==> config.mk <==
export PLATFORM = sky130hd
export DESIGN_NAME = digit_serial_mac
export DESIGN_NICKNAME = d
export VERILOG_FILES = /design/src/rtl/digit_serial_mac.sv
export SDC_FILE = /design/constraint.sdc
export NUM_CORES = 1
export LEC_CHECK = 0
export ABC_CLOCK_PERIOD_IN_PS = 6000
export CAP_MARGIN = 20
export CELL_PAD_IN_SITES_DETAIL_PLACEMENT = 1
export CELL_PAD_IN_SITES_GLOBAL_PLACEMENT = 1
export CORE_MARGIN = 2
export CORE_UTILIZATION = 30
export DETAILED_ROUTE_END_ITERATION = 10
export PLACE_DENSITY_LB_ADDON = 0.15
export SYNTH_ARGS = -nofsm -noshare
export SYNTH_HDL_FRONTEND = slang
export SYNTH_SLANG_ARGS = --single-unit
==> constraint.sdc <==
create_clock -name clk -period 6 [get_ports clk]
set_input_delay 0.9 -clock clk [delete_from_list [all_inputs] [get_ports clk]]
set_output_delay 0.9 -clock clk [all_outputs]
set_load 0.005 [all_outputs]
==> src/rtl/digit_serial_mac.sv <==
// Digit-serial multiplier / squarer / multiply-accumulate.
// One DIGIT x DIGIT product per cycle, shifted and summed into psum.
module digit_serial_mac #(
   parameter int WIDTH     = 8,
   parameter int DIGIT     = 4,
   parameter int ACC_GUARD = 4
) (
   input  logic                           clk,
   input  logic                           rst,
   input  logic                           in_valid,
   output logic                           in_ready,
   input  logic [WIDTH-1:0]               op_a,
   input  logic [WIDTH-1:0]               op_b,
   input  logic [1:0]                     mode,
   output logic                           out_valid,
   input  logic                           out_ready,
   output logic [2*WIDTH+ACC_GUARD-1:0]   result,
   output logic                           overflow
);

   localparam int N  = WIDTH / DIGIT;
   localparam int IW = (N > 1) ? $clog2(N) : 1;
   localparam int PW = 2 * WIDTH;
   localparam int RW = 2 * WIDTH + ACC_GUARD;

   localparam logic [1:0] M_MUL = 2'd0;
   localparam logic [1:0] M_SQR = 2'd1;
   localparam logic [1:0] M_MAC = 2'd2;
   localparam logic [1:0] M_CLR = 2'd3;

   typedef enum logic [1:0] {
      S_IDLE,
      S_CALC,
      S_FINISH,
      S_HOLD
   } state_e;

   state_e            state_q, state_d;
   logic [WIDTH-1:0]  a_q, a_d;
   logic [WIDTH-1:0]  b_q, b_d;
   logic [1:0]        mode_q, mode_d;
   logic [PW-1:0]     psum_q, psum_d;
   logic [IW-1:0]     i_q, i_d;
   logic [IW-1:0]     j_q, j_d;
   logic [RW-1:0]     acc_q, acc_d;
   logic [RW-1:0]     res_q, res_d;
   logic              ovf_q, ovf_d;
   logic              ov_q, ov_d;

   logic [DIGIT-1:0]   da, db;
   logic [2*DIGIT-1:0] dp;
   logic [PW-1:0]      term;
   logic [RW:0]        mac_sum;
   logic               last_j, last_term;

   assign result    = res_q;
   assign overflow  = ovf_q;
   assign out_valid = ov_q;

   // Current digit pair product, aligned to its weight (doubled for off-diagonal square terms)
   always_comb begin
      da   = a_q[int'(i_q)*DIGIT +: DIGIT];
      db   = b_q[int'(j_q)*DIGIT +: DIGIT];
      dp   = {{DIGIT{1'b0}}, da} * {{DIGIT{1'b0}}, db};
      term = PW'(dp) << (DIGIT * (int'(i_q) + int'(j_q)));
      if (mode_q == M_SQR && j_q > i_q)
         term = term << 1;
      mac_sum   = {1'b0, acc_q} + (RW+1)'(psum_q);
      last_j    = (j_q == IW'(N-1));
      last_term = last_j && (i_q == IW'(N-1));
   end

   // Next-state and datapath control
   always_comb begin
      state_d  = state_q;
      a_d      = a_q;
      b_d      = b_q;
      mode_d   = mode_q;
      psum_d   = psum_q;
      i_d      = i_q;
      j_d      = j_q;
      acc_d    = acc_q;
      res_d    = res_q;
      ovf_d    = ovf_q;
      ov_d     = ov_q;
      in_ready = (state_q == S_IDLE);
      unique case (state_q)
         S_IDLE: begin
            if (in_valid) begin
               a_d    = op_a;
               b_d    = (mode == M_SQR) ? op_a : op_b;
               mode_d = mode;
               psum_d = '0;
               i_d    = '0;
               j_d    = '0;
               if (mode == M_CLR) begin
                  acc_d   = '0;
                  res_d   = '0;
                  ovf_d   = 1'b0;
                  state_d = S_HOLD;
               end else begin
                  state_d = S_CALC;
               end
            end
         end
         S_CALC: begin
            psum_d = psum_q + term;
            if (last_term) begin
               state_d = S_FINISH;
            end else if (last_j) begin
               i_d = i_q + 1'b1;
               j_d = (mode_q == M_SQR) ? i_q + 1'b1 : '0;
            end else begin
               j_d = j_q + 1'b1;
            end
         end
         S_FINISH: begin
            if (mode_q == M_MAC) begin
               acc_d = mac_sum[RW-1:0];
               res_d = mac_sum[RW-1:0];
               ovf_d = mac_sum[RW];
            end else begin
               res_d = RW'(psum_q);
               ovf_d = 1'b0;
            end
            ov_d    = 1'b1;
            state_d = S_HOLD;
         end
         S_HOLD: begin
            if (!ov_q) begin
               ov_d = 1'b1;
            end else if (out_ready) begin
               ov_d    = 1'b0;
               state_d = S_IDLE;
            end
         end
         default: state_d = S_IDLE;
      endcase
   end

   // State and datapath registers with synchronous reset
   always_ff @(posedge clk) begin
      if (rst) begin
         state_q <= S_IDLE;
         a_q     <= '0;
         b_q     <= '0;
         mode_q  <= M_MUL;
         psum_q  <= '0;
         i_q     <= '0;
         j_q     <= '0;
         acc_q   <= '0;
         res_q   <= '0;
         ovf_q   <= 1'b0;
         ov_q    <= 1'b0;
      end else begin
         state_q <= state_d;
         a_q     <= a_d;
         b_q     <= b_d;
         mode_q  <= mode_d;
         psum_q  <= psum_d;
         i_q     <= i_d;
         j_q     <= j_d;
         acc_q   <= acc_d;
         res_q   <= res_d;
         ovf_q   <= ovf_d;
         ov_q    <= ov_d;
      end
   end

endmodule

==> impl_results.md, run 1 <==
* Status: complete, no violations
* Fin crit share at between 90% and 100%
* Critical path type: reg -> reg
* Async SR Flop Fraction at 0%
* Pre-CTS WS at slightly below 0.03 ns
* Antenna viol nets, final at 0
* Num CTS Buffers at 9
* Router iterations before antenna repair at 4
* Worst slew margin at a little under a third
* Share of cells above drive strength 1 at 6.22%
* Antenna cells at 0
* Post-DP HPWL at approximately 12,000 um
* DR vias/cell at about 5.3
* Number of synthesized flops with an enable pin at 0
* DR WL/cell at about 17 um
* Syn Area/Cell at 8.06 um2
* Die height at between 100 and 150 um
* Netlist cell types at 64
* Final hold violations at 0
* Max Clk Rate at about 0.18 GHz
* Setup ws final at 0.388 ns
* Min Clock Period, post-route at around 5.6 ns
* Htree depth at 3
* Ys flop type: dfxtp_1
* Setup tns final at 0 ns
* CORE AREA at about 18,000 um2
* RD Place Congestion at about 0.87
* Most numerous cell in the Yosys netlist: dfxtp_1
* Crit path DAT at 5.85 ns
* Dpl cells at between 900 and 1k
* Power density cells at approximately 260 nW/um2
* # fillers at 2,125
* Number of global-route vias before repair at slightly above 5k
* Row count at 49
* CP required at approximately 6.2 ns
* Largest cells by area after synthesis: dfxtp_1 30%, ha_1 12%, a21oi_1 5.5%
* Area growth syn-to-layout at 18.0%
* Number of top-level pins at 45
* Die Wd at ~140 um
* Initial antenna violation count at 0
* Final Slew Violations at 0
* Max_cap viols at 0
* # setup viols final at 0
* Routed WL at approximately 16,000 um
* Post-synth top area share at 29.6%
* CP max FO at 7
* Startpoint Class: register
* Max Clock Skew at approximately 0.0076 ns
* P_leak at approximately 2.5 nW
* Total Nets Final at about 800
* Vias at between 4k and 5k
* Yosys warning total at 0
* Hold WC Path Type: reg -> reg
* Clk Tree Root Cell: clkbuf_16
* Initial Util at a little under a third
* Worst Max-Slew Pin Slew at 1.03 ns
* First-pass GRT wire length at between 20,000 and 30,000 um
* Post-synthesis register bit count at 80
* Top cell type by total area after synthesis: dfxtp_1
* Clock Sinks at 80
* Crit. End Element: register
* Clock Latency Late Sink at 0.35 ns
* Clock-pin slew on the worst setup and hold paths at 0.06 ns
* Gr ovfl total at 0
* GRT Total Usage at 16.7%
* Post-route insts no fill at around 940
* CTS tree: done
* Post-Syn Nets at 750
* Seq/Total Area, Yosys at just under 30%
* Top post-synthesis cells by count: 80 x dfxtp_1, 79 x nand2_1, 73 x nor2_1
* I/O Buffers at 44
* Area occupied by multi-input gates at 3620 um2
* Starting DRT DRC Count at around 200
* Largest net degree at the start of global routing at 73
* Post-route DRC at 0
* Register area at approximately 1600 um2
* Cells after Synth at 672
* VDD IR max at 0.140 mV
* Cell area after synthesis at about 5400 um2
* Max Root-Sink Buffers at 2
* Die area at 19,100 um2
* RSZ-0062 raised after global routing: no
* # hold bufs at CTS at 0
## cell usage in the layout (no fill, tap or decap), drive strengths merged, types with 3 or more instances in the layout
| master | n |
|---|---|
| nand2 | 80 |
| dfxtp | 80 |
| nor2 | 73 |
| a21oi | 60 |
| ha | 50 |
| clkdlybuf4s50 | 43 |
| o21ai | 30 |
| inv | 29 |
| a22oi | 28 |
| xnor2 | 19 |
| mux2i | 18 |
| a211oi | 16 |
| nor3 | 14 |
| nand3 | 13 |
| clkbuf | 13 |
| and2 | 11 |
| o21a | 9 |
| a21o | 8 |
| nor2b | 8 |
| a31oi | 7 |
| and3 | 7 |
| or2 | 6 |
| fa | 6 |
| o211ai | 6 |
| xor2 | 5 |
| nand2b | 5 |
| buf | 5 |
| a311oi | 4 |
| o21bai | 4 |
| o2111ai | 3 |
| nor3b | 3 |
| o311ai | 3 |
| or4 | 3 |
## area by class of cell
type	count	area share [%]
clock buffer	12	3.86
timing repair buffer	49	7.46
tap	229	4.48
inverter	29	1.70
sequential	80	25.1
clock inverter	4	0.842
multi-input combinational	533	56.6
## timing repair
action,CTS,global route
endpoints found under the setup margin,0,7
buffers inserted,0,0
gates resized for setup,0,5
## worst max-delay path, cell delays in order (launching register included)
cell      delay (ns)
dfxtp_2         0.42
mux2i_1         0.17
or2_2           0.35
fa_1            0.53
inv_1           0.05
fa_1            0.57
inv_1           0.07
fa_1            0.47
nor2b_2         0.17
o21a_1          0.13
nor2_1          0.04
xnor2_1         0.14
a21oi_1         0.16
a21oi_1         0.10
and2_1          0.19
ha_1            0.33
a211oi_4        0.26
o211ai_1        0.17
nand2_1         0.16
o211ai_1        0.15
and2_1          0.20
a41o_1          0.26
o21a_1          0.19
a211o_1         0.21
## routing by layer
metal / vias to the layer above / share of wire [%] / track usage, %
li1: 2473 / - / -
met5: - / 0 / 0
met4: 0 / 1.5 / 4.24
met2: 64 / 48 / 29.1
met3: 15 / 2.4 / 2.84
met1: 2432 / 48 / 21.4
## logic make-up (layout without fill, tap and decap cells)
family	after synthesis	count (layout)	synth area share, %
and+or+nand+nor	232	232	19.5
AOI/OAI and AO/OA	203	203	25.8
DFF	80	80	29.6
buffers and inverters	59	94	4.09
adders and majority gates	56	56	13.8
xor gates and xnor gates	24	24	3.88
muxes	18	18	3.33
## sequential cells by signal, indices dropped and copies added (netlist names), 2 cells and up
| name | flops |
|---|---|
| psum_q | 16 |
| acc_q | 20 |
| a_q | 8 |
| mode_q | 2 |
| b_q | 8 |
| state_q | 2 |
| result | 20 |
## final timing paths
kind / from / slack [ns] / end / depth (start not counted)
setup reg to reg: j_q / 0.39 / psum_q[15] / 23
hold reg to reg: overflow / 0.45 / overflow / 2
setup / recovery: j_q / 0.39 / psum_q[15] / 23
hold / removal: overflow / 0.45 / overflow / 2
## per-stage QoR
step	hold WS [ns]	utilization (%)	total power [mW]	cell area [um2]
floorplan	0.426	-	0.969	5420
global placement	0.438	33.9	1.12	6060
detailed placement	0.446	34.0	1.14	6070
CTS	0.457	35.7	1.71	6370
global route	0.469	35.8	1.80	6390
finish	0.452	35.8	1.69	6390
## report_power, final
part           leakage, nW  total, mW  switching, mW  internal, mW
Combinational         1.76      0.511          0.334         0.176
Sequential           0.649      0.612         0.0384         0.574
Clock                0.139      0.566          0.231         0.335
Power figures use the tool's default switching activity.
==> inputs of run 2 (changes only) <==
Settings changed: CORE_UTILIZATION 30 to 48, DONT_BUFFER_PORTS set to 1.
==> run 2 against run 1 <==
Die area is 37% lower. Sequential cell count unchanged. Largest cell class unchanged. Final area fell by 9.2%. Clock power shrank 8.5%. Final cell count down 14%. Clock skew is 0.0013 ns higher. Sequential share of layout area up 2.5 points. Power down 5.3%. Register-to-register slack lost 0.02 ns. Global-route usage rose by 9.4 points.
==> impl_results.md, run 2 (synthesized netlist as in run 1, its figures left out) <==
* Post-DP HPWL at 11,100 um (-9.6%)
* Row count at 38 (-22%)
* P_leak at 2.37 nW (-6.9%)
* Power density cells at 276 nW/um2 (+4.3%)
* CP max FO at 7 (unchanged)
* Min Clock Period, post-route at 5.63 ns (+0.0207 ns)
* Die Wd at 110 um (-20%)
* Initial Util at 49.5% (+19 points)
* Routed WL at 14,900 um (-6.5%)
* RSZ-0062 raised after global routing: no
* Clock-pin slew on the worst setup and hold paths at 0.07 ns (about the same)
* Fin crit share at 93.9% (+0.34 points)
* Largest net degree at the start of global routing at 73 (unchanged)
* Critical path type: reg -> reg
* Vias at 4,818 (-3.3%)
* # fillers at 1,344 (-37%)
* GRT Total Usage at 26.1% (+9.4 points)
* Setup tns final at 0 ns (unchanged)
* Hold WC Path Type: reg -> reg
* Antenna viol nets, final at 0 (unchanged)
* Crit path DAT at 5.87 ns (+0.02 ns)
* Area growth syn-to-layout at 7.16%
* Htree depth at 3 (unchanged)
* # setup viols final at 0 (unchanged)
* Num CTS Buffers at 9 (unchanged)
* Clock Sinks at 80 (unchanged)
* CORE AREA at 10,900 um2 (-39%)
* Register area at 1600 um2 (unchanged)
* First-pass GRT wire length at 24,700 um (-6.8%)
* Clk Tree Root Cell: clkbuf_16
* Final Slew Violations at 0 (unchanged)
* Area occupied by multi-input gates at 3600 um2 (-0.31%)
* Max Clock Skew at 0.00894 ns (+0.00129 ns)
* CP required at 6.23 ns (about the same)
* Final instance area at 5800 um2 (-9.2%)
* Clock Latency Late Sink at 0.34 ns (about the same)
* VDD IR max at 0.166 mV (+19%)
* # hold bufs at CTS at 0 (unchanged)
* Die height at 110 um (-20%)
* Final hold violations at 0 (unchanged)
* Startpoint Class: register
* Power consumption at 1.60 mW (-5.3%)
* DR WL/cell at 18.6 um (+9.1%)
* Share of cells above drive strength 1 at 6.50% (+0.27 points)
* Util after Layout at 53.1% (+17 points)
* Postcts setup bufs at 0 (unchanged)
* Worst Max-Slew Pin Slew at 1.09 ns (+0.0525 ns)
* Router iterations before antenna repair at 4 (unchanged)
* DR vias/cell at 6.01 (+13%)
* Crit. End Element: register
* Max_cap viols at 0 (unchanged)
* Die area at 12,100 um2 (-37%)
* Number of top-level pins at 45 (unchanged)
* Worst slew margin at 27.4% (-3.8 points)
* Most frequent cells in the layout: 79 x nand2_1, 78 x dfxtp_1, 73 x nor2_1
* Initial antenna violation count at 0 (unchanged)
* Starting DRT DRC Count at 349 (+77%)
* RD Place Congestion at 0.821 (-5.8%)
* Commonest non-fill, non-tap cell in the layout: nand2_1
* Max Root-Sink Buffers at 2 (unchanged)
* Max Clk Rate at 0.178 GHz (-0.37%)
* Total Nets Final at 735 (-5.8%)
* Number of global-route vias before repair at 4,904 (-4.7%)
* Antenna cells at 0 (unchanged)
* # resized after CTS at 0 (unchanged)
* Gr ovfl total at 0 (unchanged)
* Dpl cell area at 5510 um2 (-9.3%)
* CTS tree: done
* Status: complete, no violations
* Reg2reg setup slack at 0.37 ns (-0.02 ns)
* I/O Buffers at 0 (-100%)
* Post-route DRC at 0 (unchanged)
[run 2: changes by cell type in the layout (fill, tap and decap cells not counted), sizes merged]
cell	previous run	this run
buf	5	3
clkdlybuf4s50	43	0
bufinv	1	0
inv	29	30
clkbuf	13	11
clkinv	1	3
[run 2: per-stage QoR]
step / std cells / setup slack (ns) / hold WS (ns)
2_1_floorplan: 672 / 0.527 / 0.426
3_3_place_gp: 785 / 0.376 / 0.438
3_5_place_dp: 785 / 0.0846 / 0.443
4_1_cts: 801 / 0.0926 / 0.455
5_1_grt: 802 / 0.0191 / 0.472
6_report: 802 / 0.367 / 0.455
[run 2: critical path: stages (launching register included)]
cell	delay, ns
dfxtp_2	0.42
mux2i_1	0.17
or2_2	0.35
fa_1	0.54
inv_1	0.05
fa_1	0.57
inv_1	0.07
fa_1	0.47
nor2b_2	0.17
o21a_1	0.13
nor2_1	0.05
xnor2_1	0.14
a21oi_1	0.15
a21oi_1	0.08
and2_1	0.18
ha_1	0.32
a211oi_2	0.31
o211ai_1	0.18
nand2_1	0.16
o211ai_1	0.15
and2_1	0.21
a41o_1	0.26
o21a_1	0.18
a211o_1	0.22
[run 2: power breakdown]
group / switching (mW) / internal [mW]
combinational: 0.310 / 0.154
clock: 0.226 / 0.292
sequential: 0.0437 / 0.574
total: 0.580 / 1.02
[run 2: area by class of cell]
class / instances / share of cell area [%]
Sequential cell: 80 / 27.6
Multi-Input combinational cell: 533 / 62.1
Inverter: 29 / 1.88
Clock buffer: 10 / 4.12
Tap cell: 140 / 3.02
Clock inverter: 6 / 0.733
Timing Repair Buffer: 4 / 0.517
[run 2: path summary, 6_finish.rpt]
check | from | end | depth (start not counted)
max | j_q | psum_q[15] | 23
max reg2reg | j_q | psum_q[15] | 23
min reg2reg | acc_q[14] | acc_q[14] | 2
min | acc_q[14] | acc_q[14] | 2
[run 2: routing by layer]
| metal | global-route usage [%] | vias to the layer above | share of wire (%) |
|---|---|---|---|
| met5 | 0 | - | 0 |
| met4 | 7.59 | 0 | 1.4 |
| li1 | - | 2390 | - |
| met2 | 41.5 | 59 | 47 |
| met3 | 4.94 | 18 | 3.8 |
| met1 | 36.0 | 2351 | 48 |
